### src/rtl/mem_stage.sv
`default_nettype none
//----------------------------------------------------------------------------
// Module      : mem_stage
// Description : RV32I memory-access stage. Accepts one instruction at a time
//               from execute and issues loads/stores over a req/ack
//               handshake. Aligns and extends load data, builds store byte
//               enables and lane-replicated store data, and presents a
//               registered one-cycle result bundle to write-back.
// Revision    : 1.0 - initial release
//----------------------------------------------------------------------------
module mem_stage #(
    parameter int XLEN = 32,
    parameter int RA_W = 5
) (
    input  logic            clk,
    input  logic            rst,
    // execute-stage interface
    input  logic            ex_valid,
    input  logic [XLEN-1:0] ex_alu_result,
    input  logic [XLEN-1:0] ex_rs2_data,
    input  logic [RA_W-1:0] ex_rd,
    input  logic            ex_reg_we,
    input  logic            ex_mem_re,
    input  logic            ex_mem_we,
    input  logic [2:0]      ex_funct3,
    output logic            mem_ready,
    // data-memory interface
    output logic            dmem_req,
    output logic            dmem_we,
    output logic [XLEN-1:0] dmem_addr,
    output logic [3:0]      dmem_be,
    output logic [XLEN-1:0] dmem_wdata,
    input  logic            dmem_ack,
    input  logic [XLEN-1:0] dmem_rdata,
    // write-back interface
    output logic            wb_valid,
    output logic [RA_W-1:0] wb_rd,
    output logic            wb_reg_we,
    output logic [XLEN-1:0] wb_wdata,
    output logic            wb_fault
);

    // Size codes shared by loads and stores (funct3[1:0]); bit 2 marks unsigned loads.
    localparam logic [1:0] c_SZ_BYTE = 2'b00;
    localparam logic [1:0] c_SZ_HALF = 2'b01;
    localparam logic [1:0] c_SZ_WORD = 2'b10;

    typedef enum logic [0:0] {
        IDLE = 1'b0,
        BUSY = 1'b1
    } state_t;

    state_t r_state;
    state_t w_next_state;

    // Instruction context captured at accept, used when the ack arrives.
    logic [1:0]      r_off;
    logic [2:0]      r_funct3;
    logic [RA_W-1:0] r_rd;
    logic            r_load_we;

    logic            w_accept;
    logic            w_is_mem;
    logic [1:0]      w_off;
    logic            w_fault;
    logic [3:0]      w_be;
    logic [XLEN-1:0] w_st_data;
    logic [XLEN-1:0] w_shifted;
    logic [XLEN-1:0] w_ld_data;

    assign mem_ready = (r_state == IDLE);
    assign w_accept  = ex_valid && mem_ready;
    assign w_is_mem  = ex_mem_re || ex_mem_we;
    assign w_off     = ex_alu_result[1:0];

    // Alignment and funct3 legality check on the incoming instruction.
    always_comb begin
        w_fault = 1'b0;
        if (ex_mem_re) begin
            case (ex_funct3)
                3'b000, 3'b100: w_fault = 1'b0;
                3'b001, 3'b101: w_fault = w_off[0];
                3'b010:         w_fault = (w_off != 2'b00);
                default:        w_fault = 1'b1;
            endcase
        end else if (ex_mem_we) begin
            case (ex_funct3)
                3'b000:  w_fault = 1'b0;
                3'b001:  w_fault = w_off[0];
                3'b010:  w_fault = (w_off != 2'b00);
                default: w_fault = 1'b1;
            endcase
        end
    end

    // Store byte enables and lane-replicated store data.
    always_comb begin
        w_be      = 4'b0000;
        w_st_data = ex_rs2_data;
        case (ex_funct3[1:0])
            c_SZ_BYTE: begin
                w_be      = 4'b0001 << w_off;
                w_st_data = {4{ex_rs2_data[7:0]}};
            end
            c_SZ_HALF: begin
                w_be      = 4'b0011 << w_off;
                w_st_data = {2{ex_rs2_data[15:0]}};
            end
            default: begin
                w_be      = 4'b1111;
                w_st_data = ex_rs2_data;
            end
        endcase
    end

    // Load lane select: shift the addressed byte/half down to bit 0, then extend.
    assign w_shifted = dmem_rdata >> {r_off, 3'b000};

    // Load extension by size and signedness.
    always_comb begin
        w_ld_data = '0;
        case (r_funct3)
            3'b000:  w_ld_data = {{(XLEN-8){w_shifted[7]}}, w_shifted[7:0]};
            3'b100:  w_ld_data = {{(XLEN-8){1'b0}}, w_shifted[7:0]};
            3'b001:  w_ld_data = {{(XLEN-16){w_shifted[15]}}, w_shifted[15:0]};
            3'b101:  w_ld_data = {{(XLEN-16){1'b0}}, w_shifted[15:0]};
            3'b010:  w_ld_data = dmem_rdata;
            default: w_ld_data = '0;
        endcase
    end

    // State register.
    always_ff @(posedge clk) begin
        if (rst) begin
            r_state <= IDLE;
        end else begin
            r_state <= w_next_state;
        end
    end

    // Next state: a legal memory op enters BUSY, the ack returns to IDLE.
    always_comb begin
        w_next_state = r_state;
        case (r_state)
            IDLE: begin
                if (w_accept && w_is_mem && !w_fault) begin
                    w_next_state = BUSY;
                end
            end
            BUSY: begin
                if (dmem_ack) begin
                    w_next_state = IDLE;
                end
            end
            default: w_next_state = IDLE;
        endcase
    end

    // Memory request and result bundle registers.
    always_ff @(posedge clk) begin
        if (rst) begin
            dmem_req   <= 1'b0;
            dmem_we    <= 1'b0;
            dmem_addr  <= '0;
            dmem_be    <= 4'b0000;
            dmem_wdata <= '0;
            wb_valid   <= 1'b0;
            wb_rd      <= '0;
            wb_reg_we  <= 1'b0;
            wb_wdata   <= '0;
            wb_fault   <= 1'b0;
            r_off      <= 2'b00;
            r_funct3   <= 3'b000;
            r_rd       <= '0;
            r_load_we  <= 1'b0;
        end else begin
            // wb_valid is a single-cycle pulse unless a completion happens now.
            wb_valid <= 1'b0;
            wb_fault <= 1'b0;
            if (r_state == IDLE) begin
                if (w_accept) begin
                    if (!w_is_mem) begin
                        wb_valid  <= 1'b1;
                        wb_rd     <= ex_rd;
                        wb_reg_we <= ex_reg_we && (ex_rd != '0);
                        wb_wdata  <= ex_alu_result;
                    end else if (w_fault) begin
                        wb_valid  <= 1'b1;
                        wb_fault  <= 1'b1;
                        wb_rd     <= ex_rd;
                        wb_reg_we <= 1'b0;
                        wb_wdata  <= '0;
                    end else begin
                        dmem_req   <= 1'b1;
                        dmem_we    <= ex_mem_we;
                        dmem_addr  <= {ex_alu_result[XLEN-1:2], 2'b00};
                        dmem_be    <= ex_mem_we ? w_be : 4'b0000;
                        dmem_wdata <= w_st_data;
                        r_off      <= w_off;
                        r_funct3   <= ex_funct3;
                        r_rd       <= ex_rd;
                        r_load_we  <= ex_mem_re && ex_reg_we && (ex_rd != '0);
                    end
                end
            end else if (dmem_ack) begin
                dmem_req  <= 1'b0;
                wb_valid  <= 1'b1;
                wb_rd     <= r_rd;
                wb_reg_we <= r_load_we;
                wb_wdata  <= dmem_we ? '0 : w_ld_data;
            end
        end
    end

endmodule
`default_nettype wire

### config.mk
export PLATFORM = sky130hd
export DESIGN_NAME = mem_stage
export DESIGN_NICKNAME = d
export VERILOG_FILES = /design/src/rtl/mem_stage.sv
export SDC_FILE = /design/constraint.sdc
export NUM_CORES = 1
export LEC_CHECK = 0
export BUFFER_PORTS_ARGS = -buffer_cell sky130_fd_sc_hd__buf_2
export CAP_MARGIN = 20
export CORE_UTILIZATION = 35
export CTS_BUF_LIST = sky130_fd_sc_hd__clkbuf_4
export CTS_CLUSTER_SIZE = 10
export DETAILED_ROUTE_END_ITERATION = 16
export PLACE_DENSITY = 0.64
export SYNTH_ARGS = -nofsm -noshare
export SYNTH_HDL_FRONTEND = slang
export SYNTH_SLANG_ARGS = --single-unit
### constraint.sdc
create_clock -name clk -period 5.6 [get_ports clk]
set_clock_uncertainty 0.05 [all_clocks]
set_input_delay 1.12 -clock clk [delete_from_list [all_inputs] [get_ports clk]]
set_output_delay 1.12 -clock clk [all_outputs]
set_load 0.005 [all_outputs]
Word-level counts from Yosys, hierarchy flattened:

Cells that the tools add are included.

* mux-type cells: 37
* shift operators: 3
* reduce and logical (&&, ||, !) cells: 21
* bitwise logic cells: 4
* equal/unequal tests: 12

Operator list (number)
* two-way mux 32 bit: 6
* case mux 32 bit (5 select lines): 1
* case mux 32 bit (2 select lines): 1
* right shift 32 x 5 -> 16 bit: 1
* two-way mux 5 bit: 5
* two-way mux 1 bit: 19
* == test 3 bit (second input constant): 4
* case mux 4 bit (2 select lines): 1
* AND reduction 4 bit: 2
* == test 3 x 1 -> 1 bit (second input constant): 2
* == test 3 x 2 -> 1 bit (second input constant): 2
* logical AND 1 bit: 6
* zero test 3 bit: 2
* case mux 1 bit (3 select lines): 2
* nonzero test 2 bit: 3
* nonzero test 5 bit: 1
* two-way mux 4 bit: 1
* != test 2 bit (second input constant): 2
* inverter 1 bit: 4
* OR reduction 2 bit: 2
* OR reduction 4 bit: 1
* << shifter 1 x 2 -> 4 bit (first input constant): 1
* << shifter 2 x 2 -> 4 bit (first input constant): 1
* != test 3 x 2 -> 1 bit (second input constant): 1
* 6 further kinds: 6

* register bits: 120
* output and inout bits: 111
* word-level logic and storage cells: 92

Depth between registers and ports, before layout:

* word-level depth: 8
* mapped depth: 8
* mapped depth without buffers: 4

Worst setup path after synthesis:

No wires, ideal clock.

* path type: input to register
* from: input ex_mem_we
* to: register wb_rd[4]
* library setup time: 134 ps
* required time: 5416 ps
* arrival time: 2520 ps
* slack: 2896 ps
* stages: 8
* cells stage by stage: buf_6 -> or4b_4 -> buf_6 -> and2_4 -> buf_6 -> nand2_1 -> buf_4 -> a211oi_1

* cells in the longest elaborated chain, start to end: 4
* elaborated cells on any way between the ends: 8
* those cells by class: eq/ne: 1; mux: 5; reduce/logical: 2

RTL lines
* start, declared: line 24 `input logic ex_mem_we,`
* two-way mux 1 bit or logical OR 1 bit (tied branches): line 86, 73
* two-way mux 1 bit or two-way mux 5 bit (tied branches): line 79, 182
* != test 3 x 2 -> 1 bit (no source line) or two-way mux 5 bit (tied branches)
* AND reduction 3 bit (no source line) or two-way mux 5 bit (tied branches)
* end signal, assigned: line 184 `wb_rd <= ex_rd;`
* end signal, assigned: line 190 `wb_rd <= ex_rd;`
* end signal, assigned: line 208 `wb_rd <= r_rd;`
* end, declared: line 37 `output logic [RA_W-1:0] wb_rd,`

Parallel ways exist; a longest one is shown, timed or not. The select of a mux whose other input is x is not followed.
A chain may end at the register's enable or synchronous reset.

Final worst setup path:

* from: input ex_funct3[1]
* to: register dmem_wdata[24]

* cells in the longest elaborated chain, start to end: 6
* elaborated cells on any way between the ends: 16
* those cells by class: eq/ne: 5; mux: 5; bitwise: 1; reduce/logical: 5

RTL lines
* start, declared: line 25 `input logic [2:0] ex_funct3,`
* == test 3 x 2 -> 1 bit (tied with other cells): line 80, 87
* case mux 1 bit (3 select lines) or OR reduction 2 bit (tied branches): line 87, 80
* two-way mux 1 bit or case mux 1 bit (3 select lines) (tied branches): line 86, 80
* two-way mux 1 bit: line 79 `if (ex_mem_re) begin`
* inverter 1 bit (no source line)
* AND reduction 4 bit (no source line)
* end signal, assigned: line 198 `dmem_wdata <= w_st_data;`
* end, declared: line 32 `output logic [XLEN-1:0] dmem_wdata,`

Parallel ways exist; a longest one is shown, timed or not.

==> metrics.txt <==
CP required=around 6000 ps; CTS resizes=0; Final setup viols=0; sequential area share after synthesis=37.7%; clock root buffer=clkbuf_4; hold slack=between 400 and 500 ps; HP Start=dmem_addr[31]; Switch Pwr=around 0.65 mW; Die W=~140 um; CTS max path bufs=2; core area=17,500 um2; Worst-Skew Late Latency=approximately 560 ps; adder-cell share of the synthesized area=0%; Power, Total=1.98 mW; ratio of cells with drive above 1 in the final layout=a little under a third; fmax=304 MHz; Congestion Overflow GR=0; register bit total from synthesis=120; Top-Level Pins=roughly 220; antenna violations before repair=2; final worst-path cycle share=~59%; CP delay by family, top=compound AO/OA/AOI/OAI gates; max-slew violations=0; Min-Delay Endpoint=dmem_addr[31]; Final TNS setup=0 ps; Final ANT Viol Nets=0; FF-to-FF End=wb_wdata[9]; static leakage=between 3 and 4 nW; crit start category=input pin; ys async rst share=0%; Worst-path clk slew=~100 ps; reg-to-reg startpoint=r_off[1]; cells after synthesis=between 700 and 800; Final Wtd Congestion=about 0.9; Compound-Gate Fraction of Synth Area=approximately 33%; endpoint class of the critical path=flop; Slowest-stage cell, CP=nor2_1; IO Port Bufs=approximately 220; # H-tree levels=4; drt first-iter violations=roughly 640; first-pass GRT wire length=34,600 um; outcome=complete, no violations; mux cell area share after synthesis=between 6 and 7%; syn avg cell area=approximately 8.3 um2; total of max-cap violations=0; nets=about 1,000; Hold Crit Class=reg2reg; P per Cell Area=approximately 260 nW/um2; Syn-to-layout area delta=21.4%; postcts setup bufs=0; routed vias/inst=between 5 and 6; main flop type after synthesis=dfxtp_1; TritonRoute pass-1 iters=6; sw frac=33.1%; Total GRT Usage=around a quarter; CP max FO=31; Reg power frac=about half; YS warnings=0; CP peak stage delay=820 ps; TritonCTS clock tree=built; XOR/XNOR share of the synthesized area=0%; logic gate share of total power=23.4%; FF-to-FF setup slack=~3000 ps; CTS Sinks=between 100 and 150; worst reg2reg path depth=4; Synth cell types=56; crit path DAT=between 3000 and 4000 ps; Slew @ Worst Pin=1080 ps; Post-synth EDFFs=0; Final Hold Fails=0; Clock Power Share=28.4%; crit path cell chain=buf_2, nor2_1, o32a_2, buf_4, o2111ai_1, a21oi_1; initial core utilization=between 30% and 40%; kind of critical path=in2reg; largest family of logic cells by synthesized area=compound AO/OA/AOI/OAI gates; synth top area cells=dfxtp_1 38%, a21oi_1 8.6%, o21ai_0 6.2%; RSZ-0062 raised after global routing=false; Internal=1.32 mW; post-synthesis simple-gate area fraction=16.1%; Avg WL per Cell=a little under 20 um; Slew HR=27.3%; row cnt=48; Post-Syn Area=roughly 6400 um2; hold buffer count at cts=0; vias after detailed routing=6,863; leading area contributor after synthesis=dfxtp_1; post-DP HPWL=roughly 16,000 um; largest net degree at the start of global routing=82; Die ar.=about 19,000 um2; number of buffers and inverters on the critical path=2; vias in the first global route=about 6,000; chip height=about 140 um; hold depth=2; TritonCTS buffer count=17; VDD IR max=approximately 0.14 mV; top-count cell post-synth=dfxtp_1; share of the synthesized area in the top cell type=between 30% and 40%; routed wire length=23,200 um; commonest cells in the synthesized netlist=120 x dfxtp_1, 109 x a21oi_1, 79 x o21ai_0; DRC=0; fin crit period=~3300 ps
==> registers in the layout, summed over array words and instances, names as in the netlist <==
name / cells
r_off: 2
wb_wdata: 32
dmem_we: 1
wb_fault: 1
wb_valid: 1
dmem_wdata: 32
dmem_addr: 30
dmem_be: 4
r_rd: 5
r_load_we: 1
wb_reg_we: 1
wb_rd: 5
r_state: 1
dmem_req: 1
r_funct3: 3
==> placed cells by master (no fill, tap or decap), drive strengths merged, types with 3 or more instances in the layout <==
master     n
a211oi    14
a21oi    109
a221o     16
a22o       7
a22oi      6
a311oi    14
a32oi     16
and2       3
buf      231
clkbuf    21
clkinv     9
dfxtp    120
inv        4
mux2i     22
mux4       8
nand2     35
nand2b     5
nand3     49
nor2      43
nor2b     21
nor3      28
nor3b      3
nor4       3
o2111ai   11
o21ai     80
o31ai     21
o32ai     17
or2        3
or3b       3
==> metrics by stage <==
stage	worst slack, ps	cell area (um2)	std cells	utilization, %
final	2310	7730	1169	44.1
after global routing	2160	7730	1168	44.1
after floorplan	2900	6370	771	-
after CTS	2380	7690	1165	43.9
after global placement	1800	7460	1133	42.5
after detailed placement	1780	7460	1133	42.5
==> cell families after synthesis <==
group,count (synthesis)
AO/OA/AOI/OAI,321
AND/OR/NAND/NOR,201
flip-flops,120
buffers and inverters,97
multiplexers,30
other,1
==> power by group through the flow <==
stage | Combinational (mW) | Clock, mW | Sequential, mW
floorplan | 0.274 | 0 | 0.966
global placement | 0.451 | 0 | 0.970
detailed placement | 0.454 | 0 | 0.969
CTS | 0.457 | 0.576 | 0.951
global route | 0.506 | 0.612 | 0.957
finish | 0.463 | 0.562 | 0.951
==> metal layers <==
metal | track usage, % | up-vias | wire [um]
met4 | 9.71 | 2 | 571
met2 | 35.9 | 286 | 10500
met5 | 0 | - | 13
li1 | - | 3246 | -
met1 | 34.6 | 3288 | 10300
met3 | 5.07 | 41 | 1760
==> final cells by class <==
type	instances	area (um2)
diodes	2	5.00
clock buffers	20	150
clock inverters	12	85.1
fillers	1836	9810
inverters	4	15.0
multi-input cells	554	3580
flip-flops and latches	120	2400
well taps	225	282
repair buffers	232	1210
==> worst max-delay path by stage <==
| stage | startpoint | end | slack, ps | cells past startpoint |
|---|---|---|---|---|
| after floorplan | ex_mem_we | wb_rd[4] | 2900 | 8 |
| after global placement | ex_funct3[0] | dmem_wdata[11] | 1800 | 6 |
| after detailed placement | ex_funct3[0] | dmem_wdata[10] | 1780 | 5 |
| after CTS | ex_funct3[0] | dmem_wdata[11] | 2380 | 6 |
| after global routing | ex_funct3[1] | dmem_addr[25] | 2160 | 6 |
| final | ex_funct3[1] | dmem_wdata[24] | 2310 | 6 |
==> worst reg2reg max path: stages, from the launching register on <==
cell and delay (ps):
dfxtp_1 820, mux4_2 390, nor3b_1 870, a221o_1 280, a221o_1 150
(Power assumes the default switching activity.)
